--- src/rtl/pulse_gen_pkg.sv ---
// Shared types and constants for the OTDR transmit pulse-train generator.
// Holds the default configuration width, the FSM state encoding and the counter type.
package pulse_gen_pkg;

    localparam int CFG_W_DEFAULT = 8;

    typedef enum logic [1:0] {
        IDLE = 2'd0,
        HIGH = 2'd1,
        LOW  = 2'd2
    } state_t;

    typedef logic [CFG_W_DEFAULT-1:0] cnt_t;

endpackage

--- src/rtl/pulse_gen_edge_det.sv ---
// Rising-edge detector for pulse_trigger, emitting a one-cycle rise strobe.
// Build option PULSE_GEN_TRIG_SYNC_EN inserts a 2-flop synchronizer ahead of the detector.
module pulse_gen_edge_det (
    input  logic clock,
    input  logic reset_async,
    input  logic pulse_trigger,
    output logic rise
);

    logic trig_s;
    logic trig_d;

`ifdef PULSE_GEN_TRIG_SYNC_EN
    logic [1:0] sync_q;

    always_ff @(posedge clock or negedge reset_async) begin
        if (!reset_async) begin
            sync_q <= 2'b00;
        end else begin
            // NOTE: non-blocking so both stages sample the pre-edge values and act as a real shift chain.
            sync_q <= {sync_q[0], pulse_trigger};
        end
    end

    assign trig_s = sync_q[1];
`else
    assign trig_s = pulse_trigger;
`endif

    always_ff @(posedge clock or negedge reset_async) begin
        if (!reset_async) begin
            trig_d <= 1'b0;
        end else begin
            trig_d <= trig_s;
        end
    end

    // Combinational so an unsynchronized trigger starts the train on the first edge that sees it high.
    assign rise = trig_s & ~trig_d;

endmodule

--- src/rtl/pulse_gen.sv ---
// Trigger-driven pulse-train generator: N pulses of W clocks high separated by W clocks low.
// Optional build macro PULSE_GEN_TRIG_SYNC_EN synchronizes pulse_trigger (see pulse_gen_edge_det).
module pulse_gen
    import pulse_gen_pkg::*;
#(
    parameter int CFG_W = CFG_W_DEFAULT
) (
    input  logic             clock,
    input  logic             reset_async,
    input  logic             pulse_trigger,
    input  logic             acq_busy,
    input  logic [CFG_W-1:0] pulse_width,
    input  logic [CFG_W-1:0] pulse_n,
    output logic             pulse_out
);

    localparam logic [CFG_W-1:0] ONE = CFG_W'(1);

    state_t           state;
    state_t           state_nx;
    logic [CFG_W-1:0] width_cnt;
    logic [CFG_W-1:0] width_cnt_nx;
    logic [CFG_W-1:0] pulse_cnt;
    logic [CFG_W-1:0] pulse_cnt_nx;
    logic [CFG_W-1:0] width_lat;
    logic [CFG_W-1:0] width_lat_nx;
    logic             pulse_nx;
    logic             rise;
    logic             start;
    logic             width_done;
    logic             last_pulse;

    pulse_gen_edge_det u_edge_det (
        .clock         (clock),
        .reset_async   (reset_async),
        .pulse_trigger (pulse_trigger),
        .rise          (rise)
    );

    assign start = rise & ~acq_busy & (state == IDLE)
                 & (pulse_width != '0) & (pulse_n != '0);

    assign width_done = (width_cnt == '0);
    assign last_pulse = (pulse_cnt == '0);

    // State register: FSM state, counters, latched width and the registered output.
    always_ff @(posedge clock or negedge reset_async) begin
        if (!reset_async) begin
            state     <= IDLE;
            width_cnt <= '0;
            pulse_cnt <= '0;
            width_lat <= '0;
            pulse_out <= 1'b0;
        end else begin
            state     <= state_nx;
            width_cnt <= width_cnt_nx;
            pulse_cnt <= pulse_cnt_nx;
            width_lat <= width_lat_nx;
            pulse_out <= pulse_nx;
        end
    end

    // Next-state logic.
    always_comb begin
        // NOTE: default first so every path assigns state_nx and no latch is inferred.
        state_nx = state;
        unique case (state)
            IDLE: if (start) state_nx = HIGH;
            HIGH: if (width_done) state_nx = last_pulse ? IDLE : LOW;
            LOW:  if (width_done) state_nx = HIGH;
            default: state_nx = IDLE;
        endcase
    end

    // Counter updates and next output value; pulse_out simply mirrors the HIGH state one edge ahead.
    always_comb begin
        width_cnt_nx = width_cnt;
        pulse_cnt_nx = pulse_cnt;
        width_lat_nx = width_lat;
        pulse_nx     = (state_nx == HIGH);
        unique case (state)
            IDLE: begin
                if (start) begin
                    width_lat_nx = pulse_width;
                    width_cnt_nx = pulse_width - ONE;
                    pulse_cnt_nx = pulse_n - ONE;
                end
            end
            HIGH: begin
                if (!width_done) begin
                    width_cnt_nx = width_cnt - ONE;
                end else if (!last_pulse) begin
                    width_cnt_nx = width_lat - ONE;
                end
            end
            LOW: begin
                if (!width_done) begin
                    width_cnt_nx = width_cnt - ONE;
                end else begin
                    width_cnt_nx = width_lat - ONE;
                    pulse_cnt_nx = pulse_cnt - ONE;
                end
            end
            default: begin
                width_cnt_nx = '0;
                pulse_cnt_nx = '0;
            end
        endcase
    end

endmodule

--- config.mk ---
export PLATFORM = sky130hd
export DESIGN_NAME = pulse_gen
export DESIGN_NICKNAME = d
export VERILOG_FILES = /design/src/rtl/pulse_gen_pkg.sv /design/src/rtl/pulse_gen_edge_det.sv /design/src/rtl/pulse_gen.sv
export SDC_FILE = /design/constraint.sdc
export NUM_CORES = 1
export LEC_CHECK = 0
export ABC_CLOCK_PERIOD_IN_PS = 3900
export CAP_MARGIN = 10
export CORE_ASPECT_RATIO = 1.5
export CORE_UTILIZATION = 45
export CTS_CLUSTER_DIAMETER = 40
export DETAILED_ROUTE_END_ITERATION = 6
export PLACE_DENSITY = 0.77
export SLEW_MARGIN = 0
export SYNTH_ARGS = -nofsm -noshare
export SYNTH_HDL_FRONTEND = slang
export SYNTH_HIERARCHICAL = 1
export SYNTH_SLANG_ARGS = --single-unit
export TNS_END_PERCENT = 50
--- constraint.sdc ---
create_clock -name clock -period 3.9 [get_ports clock]
set_input_delay 0.78 -clock clock [delete_from_list [all_inputs] [get_ports clock]]
set_output_delay 0.78 -clock clock [all_outputs]
set_load 0.02 [all_outputs]
==> results of run 1 <==
==> critical path: stages <==
cell             delay [ps]
clkdlybuf4s50_1         530
nor4_1                  100
a211oi_4                370
nand2_2                 230
a221o_1                 580
or4b_1                  570
nand3_1                  90
==> final timing paths <==
| check | cells after the start | slack (ps) | to | start |
|---|---|---|---|---|
| max | 7 | 840 | pulse_cnt[3] | pulse_n[3] |
| min | 2 | 490 | width_lat[0] | width_lat[0] |
| max reg2reg | 8 | 980 | pulse_cnt[6] | state[0] |
| min reg2reg | 2 | 490 | width_lat[0] | width_lat[0] |
| max in group asynchronous | 2 | 2760 | width_lat[4] | reset_async |
| min in group asynchronous | 2 | 880 | width_cnt[0] | reset_async |
==> through the flow <==
stage | power [uW] | cells | cell area [um2]
global route | 1755 | 280 | 2182
global placement | 1403 | 276 | 2127
CTS | 1617 | 280 | 2182
detailed placement | 1433 | 276 | 2127
finish | 1614 | 280 | 2182
floorplan | 1197 | 217 | 1883
==> registers in the layout, summed over array words and instances (netlist names) <==
name / count
width_cnt: 8
pulse_out: 1
u_edge_det/trig_d: 1
pulse_cnt: 8
state: 2
width_lat: 8
==> kinds of logic after synthesis <==
kind of cell / Yosys count / share of synthesized area
flops: 28 / 0.3721
mux: 4 / 0.02259
fa+ha+maj: 6 / 0.03987
buf+inv: 11 / 0.02259
xor+xnor: 11 / 0.05117
simple gates: 111 / 0.3169
compound gates: 46 / 0.1747
==> placed cells by master (no fill, tap or decap), types with 3 or more instances in the layout <==
cell type,count
nor4_1,7
o31ai_1,5
a22o_1,5
nor3_1,4
or4b_2,5
nand3_1,6
xnor2_1,8
clkdlybuf4s50_1,20
nor2_1,13
o21ai_0,11
a32oi_1,4
a21o_1,3
nand2_1,42
or2_2,7
or4b_1,3
clkbuf_8,4
nor2b_1,5
ha_1,6
xor2_1,3
dfrtp_1,28
nand2b_1,4
a21oi_1,7
buf_4,3
==> power breakdown <==
group | internal, uW | switching [uW] | total, uW | leakage (uW)
Combinational | 393 | 475 | 868 | 0.000518
Clock | 90.6 | 91.8 | 182 | 0.0000288
Sequential | 424 | 140 | 564 | 0.000357
==> metal layers <==
layer	part of all wire	vias up	GRT usage
li1	-	823	-
met1	0.43	797	0.2635
met2	0.52	44	0.3988
met3	0.033	10	0.02809
met4	0.024	0	0.08974
met5	0	-	0
==> final cells by class <==
class	instances	area [um2]
Clock buffer	4	55.05
Timing Repair Buffer	23	222.7
Fill cell	383	1777
Sequential cell	28	700.7
Inverter	2	7.507
Multi-Input combinational cell	178	1140
Tap cell	45	56.30
==> impl_metrics.yaml, run 1 <==
layout:
  antennaDiodeCount: 0
  area_growth_pct: 15.88
  final_util: 0.5512
  drive_gt1_frac: 0.1021
  num-nets-final: 262
flow_run:
  max_cap_viol_count: 0
yosys:
  synth_top_area_cell: "dfrtp_1"
  dominantRegCellSynth: "dfrtp_1"
  synth.top_cells.by_count: "nand2_1, dfrtp_1, nor2_1, o21ai_0, xnor2_1"
  synth_top_area_frac: 0.3721
  synth_edf_count: 0
  synth_cell_types: 45
  syn-num-nets: 243
  ys_seq_area_frac: 0.3721
  synth_area_mm2: 0.001883
  async_flop_share: 1.000
  yosys_warnings: 6
  ys_ff_latch: 28
  synth_area_leaders: "dfrtp_1, nand2_1, ha_1"
  synth.most_common_cell: "nand2_1"
  avgSynthCellArea_um2: 8.678
  synthCells: 217
timing:
  hold_violations: 0
  fmaxAchievable_ghz: 0.3271
  holdWs_ps: 485.0
  fin_crit_sh: 0.7840
  setup_viol: 0
  tightest_slew_ps: 573.3
  fin_ws_ps: 842.5
  maxSlewHeadroom: 0.6142
  clock_skew_ps: 2.648
  min_period_ps: 3058
  fin_setup_tns_ps: 0
  rsz0062_at_grt: "false"
  slew_violations: 0
route:
  via_count: 1674
  wl_per_cell_um: 15.89
  postRouteAntennaNets: 0
  drc_errors: 0
  routed_wl_mm: 4.450
  drt_pass1_iterations: 4
  vias_per_cell: 5.979
  drtIter0Drc: 65
clock_tree:
  cts_setup_buffers: 0
  cts_tree: "yes"
  cts_max_level: 1
  cts_resized: 0
  cts-root-buf: "clkbuf_8"
  cts-buffers-inserted: 3
  clkTransAtPathRegs_ps: 90
  cts_num_sinks: 28
  postCtsHoldBufs: 0
  clock_latency_ps: 280
  cts_buffer_depth: 2
global_route:
  antenna_found_initial: 0
  grt_pass1_vias: 1602
  grt_remaining_overflow: 0
  grt_max_degree: 29
  grt_first_pass_wirelength_mm: 7.286
  grt_usage: 0.2261
min_path:
  hold_class: "flip-flop to flip-flop"
place:
  place.gp.congestion: 0.8227
  portBuffers: 20
  dp_slack_ps: 532.3
  hpwl_mm: 3.388
die:
  core_mm2: 0.003959
  start_util: 0.4757
  die-area_mm2: 0.004452
  die_w_um: 54.82
  die_h_um: 81.23
  num_io_pins: 21
  rows: 28
setup_path:
  required_ps: 4120
  cp-end-kind: "flip-flop"
  arrival_ps: 3280
  critical_path_class: "primary input to flip-flop"
  start_kind: "primary input"
  cp_max_fo: 16
power_and_ir_drop:
  p_leak_uw: 0.0009033
  ir_drop_mv: 0.3968
  p_per_area_mw_per_mm2: 739.8
outcome:
  status: "complete, no violations"
Note: power is estimated with default switching activity, not from simulation.
==> inputs of run 2 (changes only) <==
--- a/config.mk
+++ b/config.mk
@@ -5,7 +5,7 @@
 export SDC_FILE = /design/constraint.sdc
 export NUM_CORES = 1
 export LEC_CHECK = 0
-export ABC_CLOCK_PERIOD_IN_PS = 3900
+export ABC_CLOCK_PERIOD_IN_PS = 3000
 export CAP_MARGIN = 10
 export CORE_ASPECT_RATIO = 1.5
 export CORE_UTILIZATION = 45
==> constraint.sdc (replaced) <==
create_clock -name clock -period 3 [get_ports clock]
set_input_delay 0.6 -clock clock [delete_from_list [all_inputs] [get_ports clock]]
set_output_delay 0.6 -clock clock [all_outputs]
set_load 0.02 [all_outputs]
==> run 2 against run 1 <==
  * Global-route usage down 0.86 points
  * Flip-flop and latch count unchanged
  * Clock skew increased by 11 ps
  * Sequential power is 30% higher
  * Non-clock buffer count is 3 higher
  * Clock-buffer cell count did not move
  * Worst hold slack worse by 4.8 ps
  * Combinational power grew 31%
  * Clock power up 29%
  * Largest power group unchanged
==> impl_metrics.yaml, run 2 (synthesis gave the netlist of run 1 again) <==
setup_path:
  rr_worst_depth: 8
  rr_startpoint: "state[0]"
  crit_end: "pulse_cnt[6]"
  start_kind: "flip-flop"
  worstSetupStartpoint: "state[0]"
  critical_path_class: "flip-flop to flip-flop"
  reg2reg_slack_ps: 290
  cp-end-kind: "flip-flop"
  r2r_end: "pulse_cnt[6]"
  arrival_ps: 2940
  cp_max_fo: 11
  required_ps: 3230
place:
  dp_slack_ps: 151.5
  portBuffers: 20
  place.gp.congestion: 0.8072
  hpwl_mm: 3.365
power_and_ir_drop:
  ir_drop_mv: 0.6169
  p_per_area_mw_per_mm2: 957.1
  p_leak_uw: 0.0009180
global_route:
  antenna_found_initial: 0
  met1_usage: 0.2509
  grt_use_met3: 0.01311
  grt_first_pass_wirelength_mm: 7.107
  grt_max_degree: 29
  grt-busiest-layer: "met2"
  grt_usage: 0.2175
  grt_use_met2: 0.3964
  grt_pass1_vias: 1667
  grt_remaining_overflow: 0
route:
  vias_per_cell: 6.106
  drc_errors: 0
  drt_pass1_iterations: 4
  routed_wl_mm: 4.365
  wl_per_cell_um: 15.42
  via_count: 1728
  drtIter0Drc: 42
  postRouteAntennaNets: 0
layout:
  drive_gt1_frac: 0.1134
  fillers: 368
  final_cell_mix: "nand2_1, dfrtp_1, clkdlybuf4s50_1, nor2_1, o21ai_0"
  antennaDiodeCount: 0
  top_regs: "pulse_cnt: 8 flops, width_cnt: 8 flops, width_lat: 8 flops"
  num-nets-final: 265
  area_growth_pct: 17.08
  final_common_cell: "nand2_1"
timing:
  fmaxAchievable_ghz: 0.3691
  hold_violations: 0
  clock_skew_ps: 13.21
  maxSlewHeadroom: 0.6614
  rsz0062_at_grt: "false"
  fin_crit_sh: 0.9032
  min_period_ps: 2710
  fin_setup_tns_ps: 0
  fin_ws_ps: 290.5
  setup_viol: 0
  tightest_slew_ps: 503.2
  slew_violations: 0
clock_tree:
  clock_latency_ps: 280
  cts-buffers-inserted: 3
  cts_setup_buffers: 0
  cts_buffer_depth: 2
  postCtsHoldBufs: 0
  cts_resized: 0
  cts_tree: "yes"
  cts_num_sinks: 28
  cts_max_level: 1
  cts-root-buf: "clkbuf_8"
  clkTransAtPathRegs_ps: 100
die:
  start_util: 0.4757
  die_w_um: 54.82
  rows: 28
  die_h_um: 81.23
  num_io_pins: 21
  die-area_mm2: 0.004452
  core_mm2: 0.003959
min_path:
  hold_class: "flip-flop to flip-flop"
outcome:
  status: "complete, no violations"
flow_run:
  max_cap_viol_count: 0
## run 2: cell count changes in the layout (fill, tap and decap cells not counted)
cell   before  now
buf_4       3    6
## run 2: area by class of cell
cell class                      instances  area (um2)  area share
Tap cell                               45       56.30     0.02554
Timing Repair Buffer                   26       245.2      0.1112
Sequential cell                        28       700.7      0.3178
Clock buffer                            4       55.05     0.02497
Multi-Input combinational cell        178        1140      0.5170
Inverter                                2       7.507    0.003405
## run 2: worst min-delay path by stage
stage	startpoint	to	depth (start not counted)
2_1_floorplan	reset_async	pulse_cnt[0]	0
3_3_place_gp	width_lat[2]	width_lat[2]	2
3_5_place_dp	width_lat[2]	width_lat[2]	2
4_1_cts	width_lat[2]	width_lat[2]	2
5_1_grt	width_lat[0]	width_lat[0]	2
6_report	width_lat[0]	width_lat[0]	2
## run 2: through the flow
step,hold slack (ps),total power [uW],cell area [um2],util,cells
global placement,457.1,1852,2150,0.5430,279
global route,513.4,2285,2205,0.5569,283
detailed placement,463.1,1876,2150,0.5430,279
finish,480.2,2110,2205,0.5569,283
CTS,484.6,2114,2205,0.5569,283
floorplan,304.4,1556,1883,-,217
## run 2: power by group
group | switching, uW | internal (uW)
Sequential | 181 | 551
Clock | 117 | 118
Combinational | 620 | 523
## run 2: critical path, cell delays in order, from the launching register on
cell and delay (ps):
dfrtp_1 440, inv_1 100, ha_1 390, mux2i_1 310, ha_1 270, o21ai_0 220
or2_2 380, or4b_1 470, nand3_1 90
## run 2: metal layers
metal  wire (um)  up-vias
met5           0        -
met4          84        0
met3         143       10
met2        2350       46
met1        1787      844
li1            -      828
==> inputs of run 3 (changes only) <==
--- a/config.mk
+++ b/config.mk
@@ -17,4 +17,3 @@
 export SYNTH_HDL_FRONTEND = slang
 export SYNTH_HIERARCHICAL = 1
 export SYNTH_SLANG_ARGS = --single-unit
-export TNS_END_PERCENT = 50
==> results of run 3 <==
The final DEF is identical to that of run 2; final timing and power are the same.
